## src/rtl/binary_stream.sv

```systemverilog
// Streaming per-lane threshold binariser with valid/ready handshake and one output register.
// Optional out_popcnt port (count of +1 lanes) enabled by BINARY_STREAM_POPCOUNT_EN.
module binary_stream #(
  parameter int unsigned DEPTH        = 32,
  parameter int unsigned TARGET_DEPTH = 2,
  parameter int unsigned WIDTH        = 3,
  parameter int unsigned PACKED       = 0,
  localparam int unsigned OW = (PACKED != 0) ? 1 : TARGET_DEPTH,
  localparam int unsigned AW = (WIDTH > 1) ? $clog2(WIDTH) : 1
) (
  input  logic                  clk,
  input  logic                  rst_n,
  input  logic                  in_valid,
  output logic                  in_ready,
  input  logic [WIDTH*DEPTH-1:0] in_data,
  input  logic                  in_last,
  output logic                  out_valid,
  input  logic                  out_ready,
  output logic [WIDTH*OW-1:0]   out_data,
  output logic                  out_last,
  input  logic                  cfg_we,
  input  logic [AW-1:0]         cfg_addr,
  input  logic [DEPTH-1:0]      cfg_thresh,
  input  logic                  cfg_flip
`ifdef BINARY_STREAM_POPCOUNT_EN
  ,
  output logic [$clog2(WIDTH+1)-1:0] out_popcnt
`endif
);

  logic signed [DEPTH-1:0] thresh [WIDTH];
  logic [WIDTH-1:0]        flip;
  logic [WIDTH-1:0]        pos_c;
  logic [WIDTH*OW-1:0]     lanes_c;
  logic                    accept_c;

  // Single output register without skid: ready whenever the slot is empty or draining.
  assign in_ready = !out_valid || out_ready;
  assign accept_c = in_valid && in_ready;

  // Direct signed compare, so extreme operands cannot overflow.
  always_comb begin
    pos_c = '0;
    for (int i = 0; i < WIDTH; i++) begin
      pos_c[i] = ($signed(in_data[i*DEPTH +: DEPTH]) >= thresh[i]) ^ flip[i];
    end
  end

  // +1 is 1 zero-extended, -1 is all ones; packed mode keeps just the sign decision.
  always_comb begin
    lanes_c = '0;
    for (int i = 0; i < WIDTH; i++) begin
      if (PACKED != 0) begin
        lanes_c[i*OW +: OW] = OW'(pos_c[i]);
      end else begin
        lanes_c[i*OW +: OW] = pos_c[i] ? OW'(1) : {OW{1'b1}};
      end
    end
  end

  // Out-of-range addresses match no lane and are dropped.
  always_ff @(posedge clk or negedge rst_n) begin
    if (!rst_n) begin
      for (int i = 0; i < WIDTH; i++) begin
        thresh[i] <= '0;
      end
      flip <= '0;
    end else if (cfg_we) begin
      for (int i = 0; i < WIDTH; i++) begin
        if (cfg_addr == AW'(i)) begin
          thresh[i] <= cfg_thresh;
          flip[i]   <= cfg_flip;
        end
      end
    end
  end

  always_ff @(posedge clk or negedge rst_n) begin
    if (!rst_n) begin
      out_valid <= 1'b0;
      out_data  <= '0;
      out_last  <= 1'b0;
    end else if (accept_c) begin
      out_valid <= 1'b1;
      out_data  <= lanes_c;
      out_last  <= in_last;
    end else if (out_ready) begin
      out_valid <= 1'b0;
    end
  end

`ifdef BINARY_STREAM_POPCOUNT_EN
  localparam int unsigned PW = $clog2(WIDTH + 1);

  logic [PW-1:0] popcnt_c;

  always_comb begin
    popcnt_c = '0;
    for (int i = 0; i < WIDTH; i++) begin
      popcnt_c = popcnt_c + PW'(pos_c[i]);
    end
  end

  always_ff @(posedge clk or negedge rst_n) begin
    if (!rst_n) begin
      out_popcnt <= '0;
    end else if (accept_c) begin
      out_popcnt <= popcnt_c;
    end
  end
`endif

endmodule

```

## config.mk

```make
export PLATFORM = sky130hd
export DESIGN_NAME = binary_stream
export DESIGN_NICKNAME = d
export VERILOG_FILES = /design/src/rtl/binary_stream.sv
export SDC_FILE = /design/constraint.sdc
export NUM_CORES = 1
export LEC_CHECK = 0
export BUFFER_PORTS_ARGS = -buffer_cell sky130_fd_sc_hd__buf_2
export CAP_MARGIN = 10
export CORE_MARGIN = 2
export CORE_UTILIZATION = 50
export CTS_BUF_LIST = sky130_fd_sc_hd__clkbuf_4
export DETAILED_ROUTE_END_ITERATION = 8
export PLACE_DENSITY = 0.84
export SLEW_MARGIN = 40
export SYNTH_ARGS = -nofsm -noshare
export SYNTH_HDL_FRONTEND = slang
export SYNTH_SLANG_ARGS = --single-unit
```

## constraint.sdc

```tcl
create_clock -name clk -period 4.2 [get_ports clk]
set_input_delay 0.84 -clock clk [delete_from_list [all_inputs] [get_ports clk]]
set_output_delay 0.84 -clock clk [all_outputs]
set_load 0.03 [all_outputs]
```

# Word-level counts from Yosys, hierarchy flattened
# Cells that the tools add are included.
dict set report totals {
  reg_bits 107
  input_bits 137
  out_inout_bits 9
  word_cells 30
}
dict set report op_classes {
  order_cmp 3
  n_eq_ne 2
  mux 5
  n_bitwise 3
  n_reduce_logical 8
}
# op count
set ops {}
lappend ops {{greater-or-equal comparator 32 bit} 3}
lappend ops {{two-way mux 2 bit} 3}
lappend ops {{AND reduction 2 bit} 3}
lappend ops {{bitwise XOR 1 bit} 3}
lappend ops {{== test 2 x 1 -> 1 bit, second input constant} 1}
lappend ops {{== test 2 bit, second input constant} 1}
lappend ops {{logical NOT 2 bit} 1}
lappend ops {{two-way mux 1 bit} 2}
lappend ops {{nonzero test 2 bit} 1}
lappend ops {{logical AND 1 bit} 1}
lappend ops {{logical NOT 1 bit} 1}
lappend ops {{logical OR 1 bit} 1}

# Logic depth before layout (Yosys ltp)
# Gate-level depths: netlist of run 1.
dict set report depth {
  word_depth 4
  mapped_depth 9
  depth_no_buf 9
}

# Worst setup path before layout of run 1
# No wires, ideal clock.
dict set report synth_timing {
  kind {input port to flip-flop}
  from {in in_data[83]}
  to {reg out_data[5]}
  setup_time_ns 0.082
  t_arrival_ns 2.598
  t_required_ns 4.118
  slack_ns 1.521
  path_stages 8
  n_path_buf 0
  path_cell_list {ha_1 -> and4_4 -> and4bb_1 -> and3_1 -> o31a_1 -> o31a_1 -> or4_1 -> a31oi_1}
}
dict set report synth_between {
  elab_chain_cells 3
}
# element line
set synth_rtl {}
lappend synth_rtl {{from (decl)} 15} ;# input logic [WIDTH*DEPTH-1:0] in_data,
lappend synth_rtl {{greater-or-equal comparator 32 bit} 45} ;# pos_c[i] = ($signed(in_data[i*DEPTH +: DEPTH]) >= thresh[i]) ^ flip[i];
lappend synth_rtl {{bitwise XOR 1 bit} 45}
lappend synth_rtl {{two-way mux 2 bit} 56} ;# lanes_c[i*OW +: OW] = pos_c[i] ? OW'(1) : {OW{1'b1}};
lappend synth_rtl {{to (signal assigned)} 85} ;# out_data <= lanes_c;
lappend synth_rtl {{to (decl)} 19} ;# output logic [WIDTH*OW-1:0] out_data,
# No other way between the ends.
# A chain may end at the register's enable or synchronous reset.

# Worst setup path after layout of run 1
dict set report layout_timing {
  from {in in_data[95]}
  to {reg out_data[5]}
}
# Same word-level chain as after synthesis.

==> results.ini, run 1 <==
[status]
status = finished clean

[floorplanning]
pin_count = 146
rows = 41
die_area_sq_um = 13700
core-area_sq_um = 12500
chipWidth_um = 117
die_h_um = 117
start_util_pct = 50.9

[drt]
drt_first_pass_iters = 5
met3WireLength_um = 623
wl_um = 14400
vias = 4940
via_per_inst = 5.27
drtIter0Drc = 168
wl_met2_um = 7000
wire_per_inst_um = 15.4
drtAntennaViolNets = 0
top_layer = met4
met1_length_um = 6410
drc = 0

[pwr]
switchingPower_uw = 894
internal_power_uw = 1980
power.leakage_uw = 0.00386
p_sw_share_pct = 31.2
powerDensity_nw_per_um2 = 382
p_comb_share_pct = 30.7
pwr-share-clk_pct = 24.7
seq_power_share_pct = 44.6
ir_drop_v = 0.000177

[finish]
syn_to_final_growth_pct = 17.9
final_common_cell = buf_2
mostFrequentLayoutCells = buf_2, dfrtp_1, inv_1, ha_1, mux2_2
fin_cells = 938
fill_cells = 1114
multiInputGateArea_sq_um = 3300
nets = 993
final_cell_area_sq_um = 7510
seq_area_sq_um = 2630
drive_gt1_share_pct = 31.8

[critical_path]
cp.arrival_ns = 3.07
worst-path-max-fanout = 4
slowest_delay_ns = 0.48
endpoint_kind = register
cp_top_family = simple AND/OR/NAND/NOR gates
rrSetupSlack_ns = 1.61
crit_cells = 9
crit_chain = buf_2 -> ha_1 -> nand4_1 -> and4bb_1 -> and3_1 -> o31a_1 -> nor4_1 -> or4_1 -> a31oi_1
path_buf_inv = 1
critPathLaunchType = input port
rr_worst_depth = 9
crit_type = in -> reg
cp.required_ns = 4.62
crit_end = out_data[5]
reg2reg_to = out_data[5]
reg2reg_from = thresh[31]
crit_slowest_cell = or4_1
crit_start = in_data[95]

[clock_tree]
cts_max_level = 3
cts_tree = done
clock-sinks = 105
ctsRootBufferMaster = clkbuf_4
insertion_delay_ns = 0.48
clkTransAtPathRegs_ns = 0.16
cts_hold_buf = 0
cts_resized = 0
clk_path_buf_depth = 2
postCtsSetupRepairBufs = 0
cts_made_buffers = 9

[global_route]
grt_max_degree = 65
grt_pass1_vias = 5024
antenna_found_initial = 0
gr-usage-all-layers_pct = 22.3
grt_pass1_wl_um = 23300
grt-ovfl-total = 0

[yosys]
synth.distinct_cells = 42
synth_edf_count = 0
ys_top_cells_by_area = dfrtp_1, ha_1, mux2_2, inv_1, o21ai_0
yosysTopAreaCell = dfrtp_1
synth_nets = 847
yosys_most_used_dff = dfrtp_1
syn_inst = 614
syn_area_per_cell_sq_um = 10.4
yosys.area.top_type_share_pct = 41.2
yosysWarnings = 0
syn_area_sq_um = 6370
yosysSeqAreaShare_pct = 41.2
ys_ff_latch = 105
async_reset_ff_share_pct = 100

[place]
placed_area_sq_um = 7300
numPortBuffers = 145
dpl.cell_count = 921
dp_hpwl_um = 11800
place_congestion = 0.870

[timing]
slew_headroom_pct = 60.9
fmax_mhz = 379
hold_viol_final = 0
finalMaxSlewViolations = 0
post-route-period-util_pct = 62.9
skew_ns = 0.0133
setup_violations = 0
worst_pin_slew_ns = 0.581
rsz0062_at_grt = false
fin_setup_tns_ns = 0
post-route-min-period_ns = 2.64

[run]
maxCapViolations = 0

[hold_path]
hp-class = in -> async

through the flow:
step	setup WS [ns]	total power, uW	hold slack, ns	utilization (%)
6_report	1.56	2870	0.198	60.0
4_1_cts	1.57	2890	0.178	60.0
3_5_place_dp	1.04	2180	0.493	58.3
2_1_floorplan	1.52	1890	0.479	-
5_1_grt	1.45	3080	0.181	60.0
3_3_place_gp	1.02	2130	0.487	58.2
flip-flops by register name (all words and copies together) (netlist names):
name,cells
flip,3
out_data,4
out_last,1
out_valid,1
thresh,96
cells in the mapped netlist (5+ instances only):
| library cell | n |
|---|---|
| inv_1 | 101 |
| nor4_1 | 5 |
| clkbuf_1 | 14 |
| o211ai_1 | 5 |
| dfrtp_1 | 105 |
| o21ai_0 | 36 |
| ha_1 | 96 |
| nand3_1 | 9 |
| a21oi_1 | 35 |
| a21o_1 | 10 |
| nand4_1 | 16 |
| nand2_1 | 47 |
| mux2_2 | 69 |
per-layer routing:
metal | global-route usage, % | vias to the layer above
met3 | 3.91 | 27
met1 | 27.9 | 2349
met4 | 9.80 | 0
met2 | 38.2 | 117
li1 | - | 2447
met5 | 0 | -
power by group through the flow:
stage               clock (uW)  combinational, uW  sequential [uW]
floorplan                    0                591             1300
global placement             0                841             1290
detailed placement           0                886             1300
CTS                        723                891             1280
global route               762               1010             1300
finish                     710                881             1280
how the worst min path moves through the flow:
stage,to,cells past startpoint,from
after floorplan,thresh[10],1,thresh[10]
after global placement,out_data[4],1,out_data[4]
after detailed placement,thresh[2],1,thresh[2]
after CTS,thresh[75],1,rst_n
after global routing,thresh[75],1,rst_n
final,thresh[75],1,rst_n
area by class of cell:
cell class | instances | share of cell area, %
Multi-Input combinational cell | 392 | 44.0
Clock inverter | 7 | 1.87
Timing Repair Buffer | 151 | 10.3
Clock buffer | 9 | 0.899
Sequential cell | 105 | 35.0
Tap cell | 172 | 2.86
Antenna cell | 1 | 0.0333
Inverter | 101 | 5.05
kinds of logic (layout without fill, tap and decap cells):
family	after synthesis	after routing	share of synthesized area (%)
AO/OA/AOI/OAI	117	117	11.3
buffers and inverters	117	268	7.01
AND/OR/NAND/NOR	109	109	9.25
flip-flops	105	105	41.2
adder cells (fa/ha/maj)	96	96	18.8
multiplexers	70	70	12.4
other	0	1	0
Note: power is estimated with default switching activity, not from simulation.
==> inputs of run 2 (changes only) <==
--- a/config.mk
+++ b/config.mk
@@ -5,13 +5,14 @@
 export SDC_FILE = /design/constraint.sdc
 export NUM_CORES = 1
 export LEC_CHECK = 0
+export ABC_AREA = 1
 export BUFFER_PORTS_ARGS = -buffer_cell sky130_fd_sc_hd__buf_2
 export CAP_MARGIN = 10
 export CORE_MARGIN = 2
 export CORE_UTILIZATION = 50
 export CTS_BUF_LIST = sky130_fd_sc_hd__clkbuf_4
 export DETAILED_ROUTE_END_ITERATION = 8
-export PLACE_DENSITY = 0.84
+export PLACE_DENSITY = 0.87
 export SLEW_MARGIN = 40
 export SYNTH_ARGS = -nofsm -noshare
 export SYNTH_HDL_FRONTEND = slang
==> constraint.sdc (replaced) <==
create_clock -name clk -period 2.36 [get_ports clk]
set_input_delay 0.472 -clock clk [delete_from_list [all_inputs] [get_ports clk]]
set_output_delay 0.472 -clock clk [all_outputs]
set_load 0.03 [all_outputs]
==> run 2 against run 1 <==
  * Total power is 61% higher
  * Final cell count is 22% higher
  * Non-clock buffer count is 1 lower
  * Design area is 0.47% higher
  * Combinational power is 66% higher
  * First-iteration DRC count is 61% higher
  * Critical path depth is 3 higher
  * Die area is 1.7% higher
==> results.ini, run 2 <==
[status]
status = finished clean

[finish]
fin_util_pct = 59.8
mostFrequentLayoutCells = nand2_1, inv_1, buf_2, o21ai_0, dfrtp_1
nets = 1204
largest_reg_flops = 96
drive_gt1_share_pct = 17.5
syn_to_final_growth_pct = 16.4
diodes = 0
final_common_cell = nand2_1
regMostFlops = thresh
reg_top3 = thresh x96, out_data x4, flip x3

[floorplanning]
pin_count = 146
die_area_sq_um = 13900
die_h_um = 118
core-area_sq_um = 12600
chipWidth_um = 118
start_util_pct = 51.4
rows = 41

[critical_path]
critPathLaunchType = register
cp.arrival_ns = 2.31
worst-path-max-fanout = 4
cp.required_ns = 2.73
crit_type = reg -> reg
endpoint_kind = register

[place]
place_congestion = 0.842
dp_hpwl_um = 11400
numPortBuffers = 145

[clock_tree]
cts_max_level = 3
cts_hold_buf = 0
cts_made_buffers = 9
cts_resized = 0
clk_path_buf_depth = 2
clock-sinks = 105
cts_tree = done
insertion_delay_ns = 0.45
ctsRootBufferMaster = clkbuf_4
postCtsSetupRepairBufs = 0
clkTransAtPathRegs_ns = 0.15

[global_route]
grt_max_degree = 106
antenna_found_initial = 0
grt_pass1_vias = 5194
grt-ovfl-total = 0
grt_pass1_wl_um = 24000
gr-usage-all-layers_pct = 21.5

[yosys]
syn_area_sq_um = 6480
yosysTopAreaCell = dfrtp_1
ys_ff_latch = 105
syn_inst = 833
ys_top_cells_by_count = nand2_1, inv_1, dfrtp_1, o21ai_0, ha_1
synth_nets = 1066
yosys_most_used_dff = dfrtp_1
synth_edf_count = 0
yosysSeqAreaShare_pct = 40.5
syn_area_per_cell_sq_um = 7.79
synth.distinct_cells = 23
ys_top_cells_by_area = dfrtp_1, ha_1, nand2_1, inv_1, o21ai_0
yosys.area.top_type_share_pct = 40.5
yosysMostFrequentCell = nand2_1
async_reset_ff_share_pct = 100
yosysWarnings = 0

[timing]
finalMaxSlewViolations = 0
rsz0062_at_grt = false
post-route-period-util_pct = 82.5
post-route-min-period_ns = 1.95
skew_ns = 0.0145
hold_viol_final = 0
worst_pin_slew_ns = 0.624
hold_slack_ns = 0.0482
fin_setup_tns_ns = 0
slew_headroom_pct = 58.4
fmax_mhz = 513
setup_violations = 0

[drt]
wire_per_inst_um = 12.5
drt_first_pass_iters = 4
drtIter0Drc = 270
vias = 5563
wl_um = 14400
drtAntennaViolNets = 0
drc = 0
via_per_inst = 4.85

[run]
maxCapViolations = 0

[pwr]
ir_drop_v = 0.000275
power.leakage_uw = 0.00431
powerDensity_nw_per_um2 = 611

[hold_path]
hp-class = in -> async

## run 2: cell count changes after synthesis, moves of 5 or more
cell      previous run  this run
nand4_1             16         9
mux2_2              69         0
a21oi_1             35        41
a21o_1              10         4
o211ai_1             5         0
nor4_1               5         0
o21ai_0             36       105
nor2_1               4        30
nand2_1             47       231
inv_1              101       162
## run 2: metrics by stage
stage	cells	total power, uW	setup slack (ns)	instance area, sq um
floorplan	833	3250	0.562	6480
global placement	1132	3660	0.206	7420
detailed placement	1132	3750	0.175	7420
CTS	1148	4670	0.396	7550
global route	1148	5030	0.176	7550
finish	1148	4610	0.412	7550
## run 2: logic make-up (layout without fill, tap and decap cells)
group	after synthesis	in the layout	synth area share (%)
AOI/OAI and AO/OA	155	155	12.3
adders and majority gates	96	96	18.5
buffers and inverters	186	329	10.9
DFF	105	105	40.5
and+or+nand+nor	291	291	17.8
## run 2: metal layers
metal / global-route usage, % / part of all wire, % / up-vias
li1: - / - / 2893
met1: 29.3 / 47 / 2521
met2: 35.0 / 46 / 129
met3: 3.25 / 4.6 / 20
met4: 7.08 / 1.8 / 0
met5: 0 / 0 / -
## run 2: critical path: stages (launching register included)
cell and delay, ns:
dfrtp_1 0.37, inv_1 0.04, ha_1 0.34, nand2_1 0.11
nor3_1 0.34, and3_1 0.23, nand2_1 0.07, nand2_1 0.06
nand2_1 0.07, nand3_1 0.07, nand2_1 0.05, nand3_1 0.06
nand2_1 0.06
## run 2: worst paths after layout
path	from	slack, ns	depth (start not counted)	endpoint
worst max-delay path	thresh[63]	0.41	12	out_data[3]
worst min-delay path	rst_n	0.05	2	thresh[68]
worst max register to register	thresh[63]	0.41	12	out_data[3]
worst min register to register	out_data[5]	0.50	2	out_data[5]
max in group asynchronous	rst_n	1.86	2	thresh[46]
min in group clk	in_last	0.19	3	out_last
## run 2: power breakdown
part / internal, uW / total (uW) / switching (uW)
clock network: 337 / 912 / 575
logic: 611 / 1460 / 849
registers: 2090 / 2240 / 156
total: 3030 / 4610 / 1580
## run 2: area by class of cell
class,count,area (sq um)
clock buffers,11,82.6
clock inverters,5,46.3
fillers,1169,5070
inverters,163,612
multi-input cells,542,3160
flip-flops and latches,105,2630
well taps,172,215
repair buffers,150,803
==> inputs of run 3 (changes only) <==
--- a/config.mk
+++ b/config.mk
@@ -12,7 +12,7 @@
 export CORE_UTILIZATION = 50
 export CTS_BUF_LIST = sky130_fd_sc_hd__clkbuf_4
 export DETAILED_ROUTE_END_ITERATION = 8
-export PLACE_DENSITY = 0.87
+export PLACE_DENSITY = 0.84
 export SLEW_MARGIN = 40
 export SYNTH_ARGS = -nofsm -noshare
 export SYNTH_HDL_FRONTEND = slang
==> constraint.sdc (replaced) <==
create_clock -name clk -period 1.8 [get_ports clk]
set_input_delay 0.36 -clock clk [delete_from_list [all_inputs] [get_ports clk]]
set_output_delay 0.36 -clock clk [all_outputs]
set_load 0.03 [all_outputs]
==> run 3 against run 2 <==
  * The run now ends with setup timing left
  * Die area is the same
  * First-iteration DRC count rose by 8.5%
  * Critical path depth unchanged
  * Critical path type unchanged
  * Critical endpoint unchanged
  * Largest power group unchanged
  * Highest routed layer unchanged
==> results.ini, run 3 (synthesized netlist as in run 2, its figures left out) <==
[critical_path]
cp.required_ns = 2.17
path_buf_inv = 1
worst-path-max-fanout = 2
slowest_delay_ns = 0.38
critPathLaunchType = register
crit_slowest_cell = dfrtp_1
crit_chain = inv_1 -> ha_1 -> a21oi_1 -> o21ai_1 -> a21oi_1 -> nand2_2 -> nand2_4 -> nand2_2 -> nand2_2 -> nand4_1 -> nand3_1 -> nand2_1
crit_top_cell = nand2_2
cp.arrival_ns = 2.22
crit_type = reg -> reg
cp_top_family = compound AO/OA/AOI/OAI gates
endpoint_kind = register

[finish]
regMostFlops = thresh
largest_reg_flops = 96
syn_to_final_growth_pct = 28.6
mostFrequentLayoutCells = nand2_1, inv_1, buf_2, dfrtp_1, o21ai_0
reg_top3 = thresh x96, out_data x4, flip x3
final_common_cell = nand2_1
nets = 1238
fin_util_pct = 66.1
final_cell_area_sq_um = 8340
drive_gt1_share_pct = 30.3

[timing]
finalMaxSlewViolations = 0
rsz0062_at_grt = true
skew_ns = 0.0142
hold_slack_ns = 0.0894
timing.final.ws_setup_ns = -0.0540
setup_violations = 3
fmax_mhz = 539
hold_viol_final = 0
post-route-min-period_ns = 1.85
worst_pin_slew_ns = 0.351
post-route-period-util_pct = 103
slew_headroom_pct = 76.6

[global_route]
grt_pass1_wl_um = 24600
antenna_found_initial = 1
grt_max_degree = 67
grt-ovfl-total = 0
grt_pass1_vias = 5388
gr-usage-all-layers_pct = 21.7

[status]
violations = setup timing
status = finished, violations left

[pwr]
powerDensity_nw_per_um2 = 798
seq_power_share_pct = 44.5
ir_drop_v = 0.000398
p_sw_share_pct = 35.9
power.leakage_uw = 0.00455
p_comb_share_pct = 37.2
switchingPower_uw = 2390
pwr-share-clk_pct = 18.4
internal_power_uw = 4270

[run]
maxCapViolations = 0

[drt]
wire_per_inst_um = 13.7
drtIter0Drc = 293
drtAntennaViolNets = 0
vias = 5843
via_per_inst = 4.94
wl_um = 16200
drt_first_pass_iters = 5
drc = 0

[clock_tree]
cts_tree = done
ctsRootBufferMaster = clkbuf_4
cts_made_buffers = 9
clk_path_buf_depth = 2
insertion_delay_ns = 0.45
clock-sinks = 105
cts_max_level = 3
clkTransAtPathRegs_ns = 0.16

[floorplanning]
chipWidth_um = 118
pin_count = 146
die_area_sq_um = 13900
core-area_sq_um = 12600
rows = 41
die_h_um = 118
start_util_pct = 51.4

[place]
numPortBuffers = 145
placed_area_sq_um = 7480
dp_hpwl_um = 11600
place_congestion = 0.860
place_ws_ns = -0.146

[hold_path]
hp-class = in -> reg

## run 3: cell types whose count changed in the layout (fill, tap and decap cells not counted), moves of 5 or more
cell | previous run | this run
nand2_1 | 229 | 202
a21oi_1 | 41 | 28
ha_1 | 96 | 74
buf_4 | 3 | 35
nand3_1 | 12 | 6
inv_2 | 1 | 16
nand2_4 | 0 | 5
nor2_1 | 30 | 19
nand3_2 | 1 | 7
a21oi_2 | 0 | 13
nor2_2 | 1 | 9
inv_1 | 162 | 146
ha_4 | 0 | 22
nand2_2 | 4 | 26
## run 3: what timing repair did
action / 4_1_cts / 5_1_grt
cloned: 0 / 0
hold endpoints to repair: 105 / 0
gates resized for setup: 5 / 107
endpoints found under the setup margin: 3 / 3
pin swaps: 1 / 35
hold buffers: 1 / 0
buffers inserted: 1 / 25
## run 3: metrics by stage
| step | total power (uW) | std cells | TNS [ns] |
|---|---|---|---|
| 6_report | 6660 | 1183 | -0.122 |
| 3_3_place_gp | 4850 | 1139 | -0.234 |
| 2_1_floorplan | 4260 | 833 | 0 |
| 3_5_place_dp | 4950 | 1139 | -0.393 |
| 5_1_grt | 7190 | 1183 | -0.423 |
| 4_1_cts | 6190 | 1157 | -0.0515 |
## run 3: final cells by class
type / instances / area [sq um]
antenna: 1 / 2.50
clock inverter: 7 / 71.3
tap: 172 / 215
clock buffer: 9 / 67.6
sequential: 105 / 2630
fill: 1089 / 4280
multi-input combinational: 542 / 3670
inverter: 163 / 614
timing repair buffer: 184 / 1070
## run 3: path summary, 6_finish.rpt
path                            slack, ns  cells past startpoint           to        start
worst max-delay path                -0.05                     12  out_data[3]   thresh[45]
worst min-delay path                 0.09                      3     out_last      in_last
worst max register to register      -0.05                     12  out_data[3]   thresh[45]
worst min register to register       0.49                      2  out_data[3]  out_data[3]
max in group asynchronous            1.02                      3   thresh[56]        rst_n
min in group asynchronous            0.24                      2   thresh[39]        rst_n
## run 3: power groups by stage
| stage | sequential, uW | clock, uW | combinational [uW] |
|---|---|---|---|
| floorplan | 2990 | 0 | 1280 |
| finish | 2960 | 1220 | 2470 |
| CTS | 2940 | 1250 | 1990 |
| global placement | 2970 | 0 | 1870 |
| global route | 3000 | 1350 | 2840 |
| detailed placement | 2990 | 0 | 1960 |
## run 3: per-layer routing
layer	vias to the layer above	wire length, um	track usage, %
li1	2961	-	-
met1	2714	7040	28.7
met2	144	8170	35.9
met3	24	675	2.96
met4	0	305	8.81
met5	-	0	0
## run 3: worst reg2reg max path, delay by kind of cell, from the launching register on
family / cells / cell delay, ns
AO/OA/AOI/OAI: 3 / 0.53
AND/OR/NAND/NOR: 7 / 0.52
adder cells (fa/ha/maj): 1 / 0.29
buffers and inverters: 1 / 0.05
flip-flops: 1 / 0.38
